===== config.mk =====
export PLATFORM = sky130hd
export DESIGN_NAME = layer_out_serializer
export DESIGN_NICKNAME = d
export VERILOG_FILES = /design/src/rtl/layer_out_serializer.sv
export SDC_FILE = /design/constraint.sdc
export NUM_CORES = 1
export LEC_CHECK = 0
export CAP_MARGIN = 20
export CORE_UTILIZATION = 35
export DETAILED_ROUTE_END_ITERATION = 10
export PLACE_DENSITY = 0.62
export SYNTH_ARGS = -nofsm -noshare
export SYNTH_HDL_FRONTEND = slang
export SYNTH_SLANG_ARGS = --single-unit

===== constraint.sdc =====
create_clock -name clk -period 10.6 [get_ports clk]
set_input_delay 2.12 -clock clk [delete_from_list [all_inputs] [get_ports clk]]
set_output_delay 2.12 -clock clk [all_outputs]
set_load 0.03 [all_outputs]

===== src/rtl/layer_out_serializer.sv =====
// Collects one result per neuron into capture registers, then streams the whole
// vector element by element from a separate buffer so capture and streaming overlap.
module layer_out_serializer #(
  parameter int NUM_NEURONS = 30,
  parameter int DATA_WIDTH  = 16
) (
  input  logic                              clk,
  input  logic                              rst,
  input  logic [NUM_NEURONS*DATA_WIDTH-1:0] in_data,
  input  logic [NUM_NEURONS-1:0]            in_valid,
  output logic [DATA_WIDTH-1:0]             out_data,
  output logic                              out_valid,
  output logic                              out_last,
  output logic                              overrun,
  output logic                              busy
);

  localparam int IW = $clog2(NUM_NEURONS);

  typedef enum logic {IDLE, STREAM} state_t;

  state_t                  state_q, state_d;
  logic [IW-1:0]           idx_q, idx_d;
  logic [NUM_NEURONS-1:0]  flag_q, flag_d;
  logic [DATA_WIDTH-1:0]   cap_q [NUM_NEURONS];
  logic [DATA_WIDTH-1:0]   cap_d [NUM_NEURONS];
  logic [DATA_WIDTH-1:0]   buf_q [NUM_NEURONS];
  logic [DATA_WIDTH-1:0]   buf_d [NUM_NEURONS];
  logic [DATA_WIDTH-1:0]   out_data_q, out_data_d;
  logic                    out_valid_q, out_valid_d;
  logic                    out_last_q, out_last_d;
  logic                    overrun_q, overrun_d;
  logic                    busy_q, busy_d;
  logic                    all_set, at_last, transfer;

  always_comb begin
    all_set  = &flag_q;
    at_last  = (state_q == STREAM) && (idx_q == IW'(NUM_NEURONS - 1));
    // A full capture set moves to the buffer when idle or as the last element leaves.
    transfer = all_set && ((state_q == IDLE) || at_last);

    state_d     = state_q;
    idx_d       = idx_q;
    out_data_d  = out_data_q;
    out_valid_d = out_valid_q;
    out_last_d  = out_last_q;
    overrun_d   = overrun_q;
    flag_d      = transfer ? '0 : flag_q;

    for (int i = 0; i < NUM_NEURONS; i++) begin
      cap_d[i] = cap_q[i];
      buf_d[i] = transfer ? cap_q[i] : buf_q[i];
      // A capture on the transfer edge lands in the freshly emptied slot.
      if (in_valid[i]) begin
        if (!flag_q[i] || transfer) begin
          cap_d[i]  = in_data[i*DATA_WIDTH +: DATA_WIDTH];
          flag_d[i] = 1'b1;
        end else begin
          overrun_d = 1'b1;
        end
      end
    end

    if (transfer) begin
      state_d     = STREAM;
      idx_d       = '0;
      out_data_d  = cap_q[0];
      out_valid_d = 1'b1;
      out_last_d  = 1'b0;
    end else if (state_q == STREAM) begin
      if (at_last) begin
        state_d     = IDLE;
        out_valid_d = 1'b0;
        out_last_d  = 1'b0;
      end else begin
        idx_d      = idx_q + 1'b1;
        out_data_d = buf_q[idx_d];
        out_last_d = (idx_d == IW'(NUM_NEURONS - 1));
      end
    end

    busy_d = (|flag_d) || (state_d == STREAM);
  end

  always_ff @(posedge clk or negedge rst) begin
    if (!rst) begin
      state_q     <= IDLE;
      idx_q       <= '0;
      flag_q      <= '0;
      out_data_q  <= '0;
      out_valid_q <= 1'b0;
      out_last_q  <= 1'b0;
      overrun_q   <= 1'b0;
      busy_q      <= 1'b0;
    end else begin
      state_q     <= state_d;
      idx_q       <= idx_d;
      flag_q      <= flag_d;
      out_data_q  <= out_data_d;
      out_valid_q <= out_valid_d;
      out_last_q  <= out_last_d;
      overrun_q   <= overrun_d;
      busy_q      <= busy_d;
    end
  end

  // Data storage carries no reset; the flags decide what is meaningful.
  always_ff @(posedge clk) begin
    cap_q <= cap_d;
    buf_q <= buf_d;
  end

  assign out_data  = out_data_q;
  assign out_valid = out_valid_q;
  assign out_last  = out_last_q;
  assign overrun   = overrun_q;
  assign busy      = busy_q;

endmodule


==> results.cfg, run 1 <==
[power_and_ir_drop]
p_sw_uw = 5120
power_frac_clock_pct = 25.1
p_sw_share_pct = 33.7
pwr-share-seq_pct = 42.0
ir_drop_mv = 0.523
p_int_uw = 10100
p_comb_share_pct = 32.9
power_density_nw_per_um2 = 328
p_leak_uw = 0.0149

[synthesis]
yosysTopAreaCell = edfxtp_1
syn_area_um2 = 35400
seq_area_frac_synth_pct = 85.3
syn_inst = 1468
ys_types = 45
ys_ff_latch = 1016
avgSynthCellArea_um2 = 24.1
synth_nets = 1983
synth_edf_count = 960
synth_top_area_share_pct = 81.4
synth.area.top_cells = edfxtp_1, mux4_2, dfrtp_1
async_flop_share_pct = 5.51
ys_warn_count = 0
ys.flop_type = edfxtp_1

[clock_network]
htreeDepth = 3
clockBufferDepth = 3
clk_latency_ns = 0.68
cts_hold_buf = 0
numCtsBuffers = 102
cts_root_buffer = clkbuf_16
clk_pin_slew_ns = 0.07
clock_sinks = 1016
post-cts-setup-buffers = 0
cts_resized = 0
cts_tree = yes

[global_route]
grt_pass1_wl_um = 136000
grt_pass1_vias = 18400
overflow = 0
grt_max_degree = 199
track_usage_pct = 19.2
antenna_found_initial = 32

[sta]
finalCritPeriodShare_pct = 47.8
fin_tns_setup_ns = 0
relSlewSlack_pct = 21.1
slew_violations = 0
worstMarginPinSlew_ns = 1.18
hold_viol = 0
skew_ns = 0.0204
setup_viol = 0
rsz0062_at_grt = false
fin_crit_ns = 5.07
fmax_mhz = 197

[worst_hold_path]
hold_path.class = flop to flop
hold_path_depth = 0
hold_path.startpoint = cap_q[101]
whs_endpoint = buf_q[101]

[route]
first_pass_iters = 8
final_antenna_net_count = 0
via_per_inst = 5.01
wire_per_inst_um = 28.4
drtIter0Drc = 1728
routed-via-count = 17500
drcViolationCount = 0
wl_um = 99000

[floorplan]
io_pins = 532
die_h_um = 320
start_util_pct = 35.4
core-area_um2 = 100000
dieArea_um2 = 102000
row_count = 116
dieWidth_um = 320

[critical_path]
endpoint_kind = flop
r2r_slack_ns = 5.53
required_ns = 10.89
r2r_cells = 7
path_class = flop to flop
arrival_ns = 5.36
cp_max_fo = 198
worst_setup_path_start_kind = flop
regToRegEndpoint = buf_q[281]
reg2reg_from = idx_q[0]

[final_layout]
fillers = 8339
final_cells = 3493
final_common_cell = edfxtp_1
drive_gt1_share_pct = 17.8
area_delta_synth_final_pct = 30.7
mostFrequentLayoutCells = edfxtp_1, clkdlybuf4s50_1, mux4_2, clkbuf_16, dfrtp_1
fin_nets = 2608

[placed_design]
place.gp.congestion = 0.880
hpwl_um = 70000
dp_cells = 3286
numPortBuffers = 531

[status]
status = complete, no violations

[flow_run]
drv_cap = 0
Yosys cell counts (2+ instances only):
library cell    n
ha_1            3
buf_2          22
clkbuf_1       20
mux4_2        112
a21o_1         30
xor2_1          2
buf_6           8
a21boi_1       30
o221ai_1       16
a222oi_1       14
a22oi_1        13
edfxtp_1      960
o21ai_0         3
mux2_2         30
nand3_1         9
a211o_1         2
nand2_1        10
a21oi_1         2
o22a_1         14
mux2i_1        52
nor2_1          2
nand3b_1        2
dfrtp_1        56
a211oi_1        2
inv_1           4
nor4_1         17
nor4_2          2
nand4_1        13
nor3_1          2
final cells by class:
class / count / area (um^2) / share of cell area, %
Clock inverter: 74 / 926 / 2.00
Timing Repair Buffer: 573 / 5720 / 12.4
Inverter: 4 / 18.8 / 0.0405
Antenna cell: 15 / 37.5 / 0.0811
Sequential cell: 1016 / 30200 / 65.3
Clock buffer: 117 / 2640 / 5.70
Multi-Input combinational cell: 396 / 5100 / 11.0
Tap cell: 1298 / 1620 / 3.51
per-stage QoR:
stage / total power, uW / util (%) / hold slack, ns / setup WS, ns / area (um^2)
final: 15200 / 46.2 / 0.403 / 5.53 / 46300
after global routing: 15600 / 46.2 / 0.417 / 5.20 / 46300
after CTS: 15300 / 46.2 / 0.409 / 4.86 / 46200
after detailed placement: 11500 / 42.6 / 0.405 / 4.84 / 42700
after global placement: 11300 / 42.5 / 0.401 / 5.01 / 42600
after floorplan: 9950 / - / 0.400 / 1.79 / 35400
metal layers:
layer  wire length [um]  vias up  share of wire [%]  track usage [%]
li1                   -     7474                  -                -
met1              38000     9072                 38             24.0
met2              49900      753                 50             32.0
met3               7810      166                7.9             4.81
met4               3090       32                3.1             7.58
met5                195        -               0.20                0
registers in the layout, indices dropped and copies added (netlist names):
name and flops:
out_last 1, state_q 1, buf_q 480, overrun 1
cap_q 480, flag_q 30, busy 1, out_valid 1
out_data 16, idx_q 5
worst max-delay path, cell delays in order (launching register included):
cell and delay, ns:
dfrtp_4 0.87, ha_1 0.30, nand4_1 0.23, nand2_1 0.36
nand3_4 0.78, clkinvlp_4 0.57, buf_4 0.53, buf_12 0.70
logic make-up after synthesis:
kind of cell               Yosys count  synth area share (%)
DFF                               1016                  85.3
muxes                              194                  9.54
xor gates and xnor gates             4                 0.120
and+or+nand+nor                     62                  1.04
AOI/OAI and AO/OA                  133                  3.01
buffers and inverters               56                 0.851
adders and majority gates            3                 0.106
worst max-delay path by stage:
stage | startpoint | end | cells after the start | slack (ns)
3_3_place_gp | idx_q[0] | buf_q[265] | 7 | 5.01
4_1_cts | idx_q[0] | buf_q[265] | 7 | 4.86
2_1_floorplan | idx_q[1] | buf_q[0] | 6 | 1.79
3_5_place_dp | idx_q[0] | buf_q[265] | 7 | 4.84
5_1_grt | idx_q[0] | buf_q[235] | 7 | 5.20
6_report | idx_q[0] | buf_q[281] | 7 | 5.53
power by group through the flow:
stage                     combinational [uW]  sequential (uW)  clock (uW)
after floorplan                         3200             6750           0
after global placement                  4940             6340           0
after detailed placement                5070             6460           0
after CTS                               5040             6340        3870
after global routing                    5190             6420        4030
final                                   4980             6370        3810
No activity file was read; power rests on OpenSTA's default activity.
==> run 2, diff against run 1 <==
PLACE_DENSITY = 0.6   (was 0.62)
clock period = 4.91 ns   (was 10.6 ns; I/O delays follow)
==> run 2 against run 1 <==
Final cell count about the same. Sequential power up 98%. Cell area about the same. Clock power up 120%. Clock skew up 0.0039 ns. Wire length up 0.23%. Maximum frequency up 31%. Critical path type unchanged. Critical endpoint is now out_data[6].
==> results.cfg, run 2 (synthesized netlist as in run 1, its figures left out) <==
[route]
first_pass_iters = 6
drcViolationCount = 0
wire_per_inst_um = 28.4
routed-via-count = 17500
drtIter0Drc = 1817
final_antenna_net_count = 0
wl_um = 99300
via_per_inst = 5.00

[final_layout]
fin_nets = 2609
fillers = 8308
final_cells = 3495
drive_gt1_share_pct = 18.2
mostFrequentLayoutCells = edfxtp_1, clkdlybuf4s50_1, mux4_2, clkbuf_16, dfrtp_1
reg_top3 = buf_q x480, cap_q x480, flag_q x30
utilization_pct = 46.3
final_common_cell = edfxtp_1
area_delta_synth_final_pct = 30.8

[global_route]
grt_pass1_vias = 18400
antenna_found_initial = 14
grt_max_degree = 125
track_usage_pct = 19.2
overflow = 0
grt_pass1_wl_um = 136000

[clock_network]
clk_pin_slew_ns = 0.06
post-cts-setup-buffers = 0
cts_tree = yes
cts_root_buffer = clkbuf_16
cts_hold_buf = 0
cts_resized = 0
clock_sinks = 1016
clockBufferDepth = 3
htreeDepth = 3
clk_latency_ns = 0.69
numCtsBuffers = 104

[sta]
setup_ws_ns = 1.04
relSlewSlack_pct = 26.7
finalCritPeriodShare_pct = 78.8
holdWs_ns = 0.413
rsz0062_at_grt = false
slew_violations = 0
hold_viol = 0
worstMarginPinSlew_ns = 1.10
fmax_mhz = 258
fin_crit_ns = 3.87
skew_ns = 0.0243
setup_viol = 0

[placed_design]
place.gp.congestion = 0.846
numPortBuffers = 531
hpwl_um = 71100
dp_cells = 3286
dpl_worst_slack_ns = 1.13

[floorplan]
row_count = 116
io_pins = 532
die_h_um = 320
dieWidth_um = 320
core-area_um2 = 100000
dieArea_um2 = 102000
start_util_pct = 35.4

[critical_path]
cp_max_fo = 26
worst_setup_path_start_kind = flop
endpoint_kind = flop
crit_path_max_incr_delay_ns = 0.88
path_cells = ha_1 -> nand3_2 -> xor2_4 -> mux2_2 -> a222oi_1 -> o221ai_1
required_ns = 5.44
cp_slowest_cell = xor2_4
arrival_ns = 4.40
path_class = flop to flop

[power_and_ir_drop]
ir_drop_mv = 0.723
power_density_nw_per_um2 = 638
power_uw = 29600
p_leak_uw = 0.0149

[flow_run]
drv_cap = 0

[worst_hold_path]
hold_path.class = flop to flop

[status]
status = complete, no violations
-- run 2: changes by cell type in the layout (fill, tap and decap cells not counted), moves of 3 or more --
cell	before	now
clkbuf_8	1	5
bufinv_16	19	15
buf_12	4	7
clkinv_2	22	28
diode_2	15	11
clkinv_8	4	1
clkinv_1	16	12
clkbuf_1	13	16
-- run 2: per-stage QoR --
| step | instance area [um^2] | setup TNS (ns) |
|---|---|---|
| 6_report | 46300 | 0 |
| 2_1_floorplan | 35400 | -1769.68 |
| 3_5_place_dp | 42700 | 0 |
| 3_3_place_gp | 42700 | 0 |
| 4_1_cts | 46300 | 0 |
| 5_1_grt | 46300 | 0 |
-- run 2: final cells by class --
cell class | instances | area (um^2) | share of cell area (%)
inverter | 4 | 18.8 | 0.0405
sequential | 1016 | 30200 | 65.3
clock buffer | 126 | 2760 | 5.95
tap | 1298 | 1620 | 3.51
clock inverter | 72 | 850 | 1.83
timing repair buffer | 572 | 5710 | 12.3
multi-input combinational | 396 | 5110 | 11.0
antenna | 11 | 27.5 | 0.0594
-- run 2: per-layer routing --
layer | wire length [um] | track usage, % | vias up
li1 | - | - | 7467
met1 | 39000 | 24.3 | 9047
met2 | 49600 | 32.3 | 802
met3 | 7510 | 4.50 | 155
met4 | 3070 | 6.87 | 10
met5 | 68 | 0 | -
-- run 2: path summary, 6_finish.rpt --
kind	to	depth (start not counted)	slack, ns	from
setup / recovery	out_data[6]	6	1.04	idx_q[0]
hold / removal	buf_q[273]	0	0.41	cap_q[273]
setup reg to reg	out_data[6]	6	1.04	idx_q[0]
hold reg to reg	buf_q[273]	0	0.41	cap_q[273]
max in group asynchronous	idx_q[0]	2	3.83	rst
min in group asynchronous	overrun	2	0.44	rst
-- run 2: worst max-delay path: cells and delay by family, from the launching register on --
family	cells	cell delay, ns
simple gates	1	0.17
compound gates	2	1.06
flops	1	0.68
xor+xnor	1	0.88
fa+ha+maj	1	0.44
mux	1	0.46
-- run 2: power breakdown --
part	total, uW	switching (uW)	internal [uW]
sequential	12600	738	11800
combinational	8750	5320	3430
clock	8240	3410	4830
total	29600	9460	20100
==> run 3, diff against run 2 <==
clock period = 3.8 ns   (was 4.91 ns; I/O delays follow)
==> run 3 against run 2 <==
Sequential cell count stayed put. Via count is 0.22% lower. Utilization is 0.19 points lower. Maximum frequency is 7.1% higher. Clock power is 18% higher. First-iteration DRC count is 4.0% lower. Non-clock buffer count is 19 higher. Die area stayed put. Critical path type unchanged. Largest cell class unchanged.
==> results.cfg, run 3 (synthesized netlist as in run 1, its figures left out) <==
[route]
routed-via-count = 17400
via_per_inst = 4.98
final_antenna_net_count = 0
drtIter0Drc = 1744
first_pass_iters = 5
wl_um = 99100
wire_per_inst_um = 28.3
drcViolationCount = 0

[final_layout]
area_delta_synth_final_pct = 30.2
fillers = 8326
fin_nets = 2627
mostFrequentLayoutCells = edfxtp_1, clkdlybuf4s50_1, mux4_2, clkbuf_16, dfrtp_1
final_cells = 3502
reg_top3 = buf_q x480, cap_q x480, flag_q x30
drive_gt1_share_pct = 17.6
final_common_cell = edfxtp_1

[power_and_ir_drop]
pwr-share-seq_pct = 43.3
p_comb_share_pct = 29.7
p_sw_uw = 11400
power_frac_clock_pct = 27.0
power_uw = 35900
p_int_uw = 24600
power_density_nw_per_um2 = 779
ir_drop_mv = 0.671
p_leak_uw = 0.0149
p_sw_share_pct = 31.6

[clock_network]
cts_tree = yes
clock_sinks = 1016
cts_hold_buf = 0
numCtsBuffers = 103
cts_root_buffer = clkbuf_16
cts_resized = 0
post-cts-setup-buffers = 0
clk_latency_ns = 0.69
htreeDepth = 3
clockBufferDepth = 3
clk_pin_slew_ns = 0.06

[global_route]
track_usage_pct = 19.3
overflow = 0
grt_pass1_wl_um = 136000
grt_max_degree = 125
antenna_found_initial = 34
grt_pass1_vias = 18500

[floorplan]
die_h_um = 320
start_util_pct = 35.4
row_count = 116
core-area_um2 = 100000
dieWidth_um = 320
dieArea_um2 = 102000
io_pins = 532

[sta]
finalCritPeriodShare_pct = 95.1
fin_crit_ns = 3.61
setup_viol = 0
skew_ns = 0.0609
worstMarginPinSlew_ns = 1.01
fmax_mhz = 277
relSlewSlack_pct = 32.6
hold_viol = 0
rsz0062_at_grt = false
slew_violations = 0

[critical_path]
worst-path-buf-inv = 1
crit_family = compound AO/OA/AOI/OAI gates
cp_slowest_cell = a222oi_1
required_ns = 4.32
path_cells = ha_1 -> nand3_2 -> xor2_4 -> buf_4 -> mux2_2 -> a222oi_1 -> o221ai_1
arrival_ns = 4.14
cp_max_fo = 18
path_class = flop to flop
r2r_slack_ns = 0.19
crit_path_max_incr_delay_ns = 0.79
endpoint_kind = flop
worst_setup_path_start_kind = flop

[placed_design]
dp_cells = 3301
place.gp.congestion = 0.919
numPortBuffers = 531
hpwl_um = 72700

[worst_hold_path]
hold_path.class = flop to flop

[status]
status = complete, no violations

[flow_run]
drv_cap = 0
-- run 3: cell count changes in the layout (fill, tap and decap cells not counted), sizes merged --
cell	before	now
buf	42	60
bufinv	15	6
clkinv	45	38
inv	9	13
clkbuf	126	129
clkinvlp	7	4
dlygate4sd3	0	1
-- run 3: final timing paths --
path | start | depth (start not counted) | end
max reg2reg | idx_q[0] | 7 | out_data[9]
min in group asynchronous | rst | 2 | flag_q[27]
max in group asynchronous | rst | 4 | out_data[3]
min | cap_q[418] | 0 | buf_q[418]
min reg2reg | cap_q[418] | 0 | buf_q[418]
max | idx_q[0] | 7 | out_data[9]
-- run 3: layer usage --
metal / wire (um) / track usage, % / up-vias
met4: 3040 / 7.30 / 34
li1: - / - / 7495
met1: 38100 / 23.7 / 8985
met3: 7790 / 5.46 / 182
met2: 50000 / 32.2 / 747
met5: 212 / 0 / -
-- run 3: worst register-to-register path, cell delays in order (launching register included) --
cell	delay, ns
dfrtp_4	0.46
ha_1	0.39
nand3_2	0.18
xor2_4	0.67
buf_4	0.34
mux2_2	0.40
a222oi_1	0.79
o221ai_1	0.23
-- run 3: final cells by class --
class | count | area [um^2] | share of cell area [%]
sequential | 1016 | 30200 | 65.5
timing repair buffer | 591 | 5880 | 12.7
multi-input combinational | 396 | 5110 | 11.1
clock buffer | 129 | 2680 | 5.80
tap | 1298 | 1620 | 3.52
clock inverter | 57 | 578 | 1.25
antenna | 11 | 27.5 | 0.0597
inverter | 4 | 18.8 | 0.0407
-- run 3: per-stage QoR --
step / setup WS (ns) / utilization (%) / setup TNS (ns) / cell area [um^2] / hold WS [ns]
after floorplan: -4.79 / - / -2303.59 / 35400 / 0.400
after global placement: 0.202 / 42.8 / 0 / 42800 / 0.401
after detailed placement: 0.144 / 42.8 / 0 / 42800 / 0.405
after CTS: 0.127 / 46.0 / 0 / 46100 / 0.248
after global routing: 0.0827 / 46.1 / 0 / 46100 / 0.386
final: 0.185 / 46.1 / 0 / 46100 / 0.385
-- run 3: power groups by stage --
stage	logic (uW)	clock network (uW)	registers [uW]
after floorplan	8380	0	17400
after global placement	10800	0	15700
after detailed placement	10900	0	15800
after CTS	10900	9920	15500
after global routing	11200	10400	15600
final	10700	9720	15500
